==> src/rtl/sseg_sweep_animator.sv <==
// sseg_sweep_animator: moves a single lit digit across an N-digit active-low
// 7-segment display, each lit digit showing the hex glyph of its own position.
module sseg_sweep_animator #(
    parameter int NUM_DIGITS = 4,
    parameter int TICK_DIV   = 1388889,
    parameter int CNT_W      = 21,
    parameter int POS_W      = 4
) (
    input  logic                  clk,
    input  logic                  reset,
    input  logic                  en,
    input  logic [1:0]            mode,
    input  logic [3:0]            rate,
    output logic [NUM_DIGITS-1:0] an,
    output logic [7:0]            sseg,
    output logic [POS_W-1:0]      pos,
    output logic                  step
);
    typedef enum logic {UP, DOWN} dir_t;
    localparam logic [POS_W-1:0] LAST    = POS_W'(NUM_DIGITS - 1);
    localparam logic [POS_W-1:0] ONE     = POS_W'(1);
    localparam logic [CNT_W-1:0] PRE_MAX = CNT_W'(TICK_DIV - 1);
    logic [CNT_W-1:0] pres;
    logic [3:0]       tick_cnt;
    logic             tick, advance, turn;
    dir_t             dir, dir_nxt;
    logic [POS_W-1:0] pos_nxt;

    function automatic logic [7:0] glyph(input logic [3:0] v);
        case (v)
            4'h0: glyph = 8'hC0;
            4'h1: glyph = 8'hF9;
            4'h2: glyph = 8'hA4;
            4'h3: glyph = 8'hB0;
            4'h4: glyph = 8'h99;
            4'h5: glyph = 8'h92;
            4'h6: glyph = 8'h82;
            4'h7: glyph = 8'hF8;
            4'h8: glyph = 8'h80;
            4'h9: glyph = 8'h90;
            4'hA: glyph = 8'h88;
            4'hB: glyph = 8'h83;
            4'hC: glyph = 8'hC6;
            4'hD: glyph = 8'hA1;
            4'hE: glyph = 8'h86;
            default: glyph = 8'h8E;
        endcase
    endfunction

    assign tick    = en && pres == PRE_MAX;
    assign advance = tick && tick_cnt >= rate;

    // Bounce reflects at the ends without repeating the endpoint
    always_comb begin
        dir_nxt = dir;
        pos_nxt = pos;
        turn    = dir == DOWN ? pos == '0 : pos == LAST;
        if (NUM_DIGITS > 1) begin
            case (mode)
                2'b00: pos_nxt = pos == LAST ? '0 : pos + ONE;
                2'b01: pos_nxt = pos == '0 ? LAST : pos - ONE;
                2'b10: begin
                    dir_nxt = turn ? (dir == UP ? DOWN : UP) : dir;
                    pos_nxt = dir_nxt == DOWN ? pos - ONE : pos + ONE;
                end
                default: ;
            endcase
        end
    end

    always_ff @(posedge clk) begin
        if (reset) begin
            pres     <= '0;
            tick_cnt <= '0;
            pos      <= '0;
            dir      <= UP;
            an       <= ~NUM_DIGITS'(1);
            sseg     <= 8'hC0;
            step     <= 1'b0;
        end else begin
            step <= advance;
            if (en)
                pres <= pres == PRE_MAX ? '0 : pres + CNT_W'(1);
            if (tick)
                tick_cnt <= advance ? '0 : tick_cnt + 4'd1;
            if (advance) begin
                pos  <= pos_nxt;
                dir  <= dir_nxt;
                an   <= ~(NUM_DIGITS'(1) << pos_nxt);
                sseg <= glyph(4'(pos_nxt));
            end
        end
    end
endmodule

==> config.mk <==
export PLATFORM = sky130hd
export DESIGN_NAME = sseg_sweep_animator
export DESIGN_NICKNAME = d
export VERILOG_FILES = /design/src/rtl/sseg_sweep_animator.sv
export SDC_FILE = /design/constraint.sdc
export NUM_CORES = 1
export LEC_CHECK = 0
export CAP_MARGIN = 20
export CELL_PAD_IN_SITES_DETAIL_PLACEMENT = 1
export CELL_PAD_IN_SITES_GLOBAL_PLACEMENT = 1
export CORE_MARGIN = 1
export CORE_UTILIZATION = 43
export DETAILED_ROUTE_END_ITERATION = 8
export PLACE_DENSITY = 0.87
export SYNTH_ARGS = -nofsm -noshare
export SYNTH_HDL_FRONTEND = slang
export SYNTH_SLANG_ARGS = --single-unit
==> constraint.sdc <==
create_clock -name clk -period 3.2 [get_ports clk]
set_input_delay 0.8 -clock clk [delete_from_list [all_inputs] [get_ports clk]]
set_output_delay 0.8 -clock clk [all_outputs]
set_load 0.1 [all_outputs]
== Word level (Yosys, flattened, before mapping) ==
Memory sizes are Yosys's and may differ from the RTL's. A register that Yosys moved wholly into a read port is not among the register bits.
Index checks and enable logic that the tools add are counted.
Storage, ports and cells
  input bits: 9
  bits in read-only memories: 112
  memories: 1
  word-level logic and storage cells: 33
  bits in registers: 43
  output and inout bits: 17
Cells by class
  add/subtract/negate cells: 4
  shifts and indexed selects: 1
  equal/unequal tests: 4
  multiplexer cells: 9
  order comparisons: 1
  bitwise gates (word level): 1
  reduce and logical (&&, ||, !) cells: 5
Memory list
  (name not given): depth 16, width 7, read ports 1, clocked after memory_dff 1, write ports 0, RTL line 30  | case (v)
Operators by type and width (number)
  $add A21 B1 Y21 const B: 1
  $eq A21 B21 Y1 const B: 1
  $mux W21: 1
  $mux W4: 4
  $pmux W4 S3: 1
  $add A4 B1 Y4 const B: 2
  $eq A4 B2 Y1 const B: 1
  $ge A4 B4 Y1: 1
  $logic_not A4 Y1: 1
  $not A4 Y4: 1
  $shl A1 B4 Y4 const A: 1
  $sub A4 B1 Y4 const B: 1
  $mux W1: 3
  $eq A2 B1 Y1 const B: 1
  $eq A2 B2 Y1 const B: 1
  $logic_and A1 B1 Y1: 2
  $logic_not A2 Y1: 1
  $reduce_and A2 Y1: 1

== Depth between registers and ports, before layout ==
  depth after elaboration: 7
  depth in mapped cells: 11
  depth with buffers taken out: 11

== Least setup slack after synthesis ==
OpenSTA, ideal clock, no wires.
  path kind: register to register
  from: register pos[1]
  to: register sseg[0]
  data arrival time: 3193 ps
  period minus slack after synthesis: 3314 ps
  buffers on the path: 0
  library setup time: 121 ps
  path slack: -114 ps
  required time: 3079 ps
  stages on the path, launching flop included: 11
  cell sequence: dfxtp_1 > ha_1 > or3b_4 > o21ai_1 > or3b_4 > o211ai_4 > inv_4 > ha_1 > a2111oi_0 > o21ba_1 > nor3_1
Between the ends
  word-level cells in the longest chain between the ends: 5
  elaborated cells on any way between the ends: 10
  those cells by class: add/sub (2); eq/ne (1); mux (6); reduce/logical (1)
RTL lines
  from (decl): RTL line 16  | output logic [POS_W-1:0] pos,
  from (signal assigned): RTL line 87  | pos <= pos_nxt;
  $eq A4 B2 Y1 / $logic_not A4 Y1 (equally long branches): RTL line 57, 60, 61
  $mux W1: RTL line 57  | turn = dir == DOWN ? pos == '0 : pos == LAST;
  $mux W1: RTL line 63  | dir_nxt = turn ? (dir == UP ? DOWN : UP) : dir;
  $mux W4: RTL line 64  | pos_nxt = dir_nxt == DOWN ? pos - ONE : pos + ONE;
  $pmux W4 S3 *: RTL line 59  | case (mode)
  via pos_nxt[1]: RTL line 27  | logic [POS_W-1:0] pos_nxt;
  to (decl): RTL line 15  | output logic [7:0] sseg,
Mark *: on every way through the listed nets, which the timed path passes. The rest lies on a longest branch.
A chain may end at the register's enable or synchronous reset.

== Worst setup path in the final report ==
  from: input port mode[1]
  to: register sseg[0]
Between the ends
  word-level cells in the longest chain between the ends: 2
  elaborated cells on any way between the ends: 4
  those cells by class: eq/ne (2); mux (1); reduce/logical (1)
RTL lines
  from (decl): RTL line 12  | input logic [1:0] mode,
  $eq A2 B2 Y1, or another cell as far along: RTL line 59
  $pmux W4 S3 *: RTL line 59
Mark *: on every way between the ends. The rest lies on a longest branch, timed or not.

==> impl.org <==
** Power
- VDD sags by at most 0.196 mV.
- For this design the static power due to leakage is 1.23 nW.
- Power Density :: 344 mW/mm^2

** Layout
- In the layout the commonest cells are sky130_fd_sc_hd__nor2_1, sky130_fd_sc_hd__dfxtp_1, sky130_fd_sc_hd__buf_4, sky130_fd_sc_hd__nand2_1, sky130_fd_sc_hd__a21oi_1.
- Once layout is complete, the utilization of the core stands at 55.0%.
- Layout cell share with drive strength beyond 1 :: 18.5%
- Area grow syn2layout :: 20.6%
- The layout has 704 filler cells.
- Final nets :: 373
- Diode insertion count for antenna repair :: 0
- Most common cell after layout, fill and taps aside :: sky130_fd_sc_hd__nor2_1

** Synth
- Synthesized-area fraction occupied by adder cells :: 6.85%
- Of the post-synthesis cell area, the dominant cell type holds 32.9%.
- Synthesis produced 307 cells.
- Counting flops with an async set or reset pin after synthesis yields a share of 0%.
- Sorting the synthesized cells by area gives the leading types as sky130_fd_sc_hd__dfxtp_1, sky130_fd_sc_hd__ha_1, sky130_fd_sc_hd__nor2_1.
- When the netlist entered floorplanning its net count stood at 330.
- Count of synthesis-stage warnings from yosys :: 0
- After synthesis, the largest family of logic cells by area is simple AND/OR/NAND/NOR gates.
- Synthesis instantiated 56 different standard cells from the library.
- Ys flop type :: sky130_fd_sc_hd__dfxtp_1
- Share of the synthesized area in compound gates (AO/OA/AOI/OAI) :: 18.8%
- Cell type with the largest total area after synthesis :: sky130_fd_sc_hd__dfxtp_1
- For this run, the register share of the synthesized area comes to 32.9%.
- The synthesized design contains 0 enable-type register cells.
- After Yosys synthesis, XOR and XNOR cells account for 7.20% of the synthesized area.
- Synthesis inferred 42 register bits.
- Synth Area per Inst :: 8.33 sq um
- Post-synthesis instance area :: 0.00256 sq mm
- The synthesized netlist devotes 28.9% of its cell area to simple gates.
- Mux share of post-synthesis cell area :: 0.783%

** Route
- Total length of routed wires :: 7.05 mm
- After the first detailed-routing iteration, the DRC count stood at 60.
- The first TritonRoute pass finished after 4 iterations.
- Dividing the detail-routed via count by the number of cells gives 5.67.
- Total vias in the final route :: 2398
- After detailed routing, the average wire length per cell comes to 16.7 um.
- Routed Antenna Nets :: 0
- In the routed design, unresolved DRC markers number 0.

** Floorplanning
- Measured along the y axis, the die boundary spans 79.1 um.
- After floorplanning, the core was divided into 27 placement rows.
- Top-Level Pins :: 26
- From left edge to right edge, the die measures 79.1 um.
- Die area :: 0.00626 sq mm
- The region available for standard cell placement spans 0.00561 sq mm.
- Starting utilization of the core area :: 45.6%

** Timing
- Setup violations remaining at the end of the flow were counted as 0.
- Hold WS :: 0.497 ns
- Setup repair after global routing left no endpoint under its margin.
- Final Hold Vio Count :: 0
- Actual slew at the worst max-slew pin :: 0.582 ns
- Timing would allow up to 0.336 GHz.
- The worst path in the final design needs a cycle of 2.98 ns, including I/O delays and setup.
- Count of final max-slew check failures :: 0
- Rel. slew slack :: 61.1%
- Worst clock skew on the final layout :: 0.0137 ns
- The worst path uses 93.0% of the clock period.

** Min path
- Worst Hold Launch :: sseg[4]$_SDFFE_PP0N_
- Class of the worst hold path :: reg -> reg

** Setup path
- The worst setup path is captured at a register.
- STA classifies the critical path startpoint as a primary input.
- Highest net fanout along the worst path :: 10
- Worst reg2reg startpoint :: pos[1]$_SDFFE_PP0N_
- Path type of the worst setup path :: in -> reg
- Critical path arrival :: 3.18 ns
- Setup crit start :: mode[1]
- Data required time of the critical path :: 3.40 ns

** CTS
- TritonCTS clock tree :: built
- Clk root buf :: sky130_fd_sc_hd__clkbuf_8
- H-tree lvl count :: 2
- Post-CTS repair changed the size of 0 cells.
- The clock reaches the later pin of the worst-skew pair after 0.31 ns.
- Clock-pin slew was measured on the worst setup and hold paths at 0.09 ns.
- Buffers added to address setup during post-CTS repair amount to 0.
- Maximum root-to-sink buffer count :: 2
- In this run, post-CTS hold repair placed 0 buffers.
- Counting every sink on the clock net gives 42.
- TritonCTS Buffers :: 5

** Placed design
- Input and output buffers added on the ports amount to 24.
- At the end of routability-driven placement, the weighted congestion stood at 0.872.
- Post-detail-place hpwl :: 5.35 mm

** Global route
- Across every metal layer, demand over resource in global routing totals 24.8%.
- The first global-routing pass estimated 12.1 mm of wire.
- The number of global-route vias before repair was 2465.
- Largest net degree at the start of global routing :: 22
- For this run the aggregate overflow at the end of global routing stands at 0.
- Initial antenna violation count :: 0

** Outcome
- Run status :: finished clean

** Run
- Max-cap violations in this run came to 0.
-- critical path: stages --
cell,delay (ns)
sky130_fd_sc_hd__clkdlybuf4s50_1,0.68
sky130_fd_sc_hd__nand2b_1,0.20
sky130_fd_sc_hd__a21oi_1,0.10
sky130_fd_sc_hd__o21ai_0,0.35
sky130_fd_sc_hd__o211ai_4,0.16
sky130_fd_sc_hd__ha_1,0.23
sky130_fd_sc_hd__a2111oi_0,0.40
sky130_fd_sc_hd__o21ba_1,0.20
sky130_fd_sc_hd__nor3_1,0.05
-- routing by layer --
layer / routed length [um] / track usage [%] / up-vias
li1: - / - / 1176
met1: 3120 / 28.7 / 1168
met2: 3640 / 45.5 / 42
met3: 199 / 4.60 / 12
met4: 81 / 7.64 / 0
met5: 0 / 0 / -
-- power breakdown --
part	total [W]	switching, W	internal, W
Clock	0.000430	0.000197	0.000233
Combinational	0.000102	0.0000582	0.0000437
Sequential	0.000528	0.00000318	0.000525
Total	0.00106	0.000259	0.000802
-- cell type report --
cell class | count | area, sq um | area share [%]
Multi-Input combinational cell | 239 | 1600 | 52.0
Sequential cell | 42 | 843 | 27.4
Timing Repair Buffer | 48 | 380 | 12.3
Tap cell | 72 | 90.1 | 2.92
Clock buffer | 6 | 72.6 | 2.35
Inverter | 14 | 55.1 | 1.79
Clock inverter | 2 | 37.5 | 1.22
-- synthesized netlist by cell type, drive strengths merged, types with 2 or more instances --
cell type	count
nor4b	3
clkbuf	6
a21boi	3
a211oi	4
dfxtp	42
inv	14
nand3	12
a31oi	3
o21ba	2
nor4bb	2
o21bai	7
or3b	2
nand2	22
xor2	15
nand4	5
nor2	42
nand3b	7
a21oi	16
o211ai	3
o21ai	10
o22ai	3
mux2i	2
and3	8
nor3	10
nand2b	6
o21a	3
a2111oi	4
buf	6
a211o	2
nor4	7
or3	4
xnor2	6
ha	14
-- kinds of logic after synthesis --
kind of cell	Yosys count
AOI/OAI and AO/OA	65
and+or+nand+nor	136
xor gates and xnor gates	21
muxes	2
adders and majority gates	14
other	1
DFF	42
buffers and inverters	26
-- per-stage QoR --
step           std cells  TNS [ns]  setup WS [ns]  total power (W)  instance area (sq um)
2_1_floorplan        307         0          0.295         0.000602                   2560
3_3_place_gp         415         0          0.102         0.000637                   2970
3_5_place_dp         415    -0.153        -0.0768         0.000642                   2970
4_1_cts              423         0          0.247          0.00107                   3080
5_1_grt              423         0          0.102          0.00111                   3080
6_report             423         0          0.224          0.00106                   3080
-- sequential cells by signal, indices dropped and copies added, names as in the netlist --
name / cells
sseg: 7
pos: 4
pres: 21
an: 4
tick_cnt: 4
dir: 1
step: 1
-- path summary, 6_finish.rpt --
| path | to | slack [ns] | cells after the start |
|---|---|---|---|
| setup / recovery | sseg[0]$_SDFFE_PP0N_ | 0.22 | 9 |
| hold / removal | sseg[4]$_SDFFE_PP0N_ | 0.50 | 2 |
| setup reg to reg | sseg[0]$_SDFFE_PP0N_ | 0.45 | 10 |
| hold reg to reg | sseg[4]$_SDFFE_PP0N_ | 0.50 | 2 |
No activity file was read; power rests on OpenSTA's default activity.
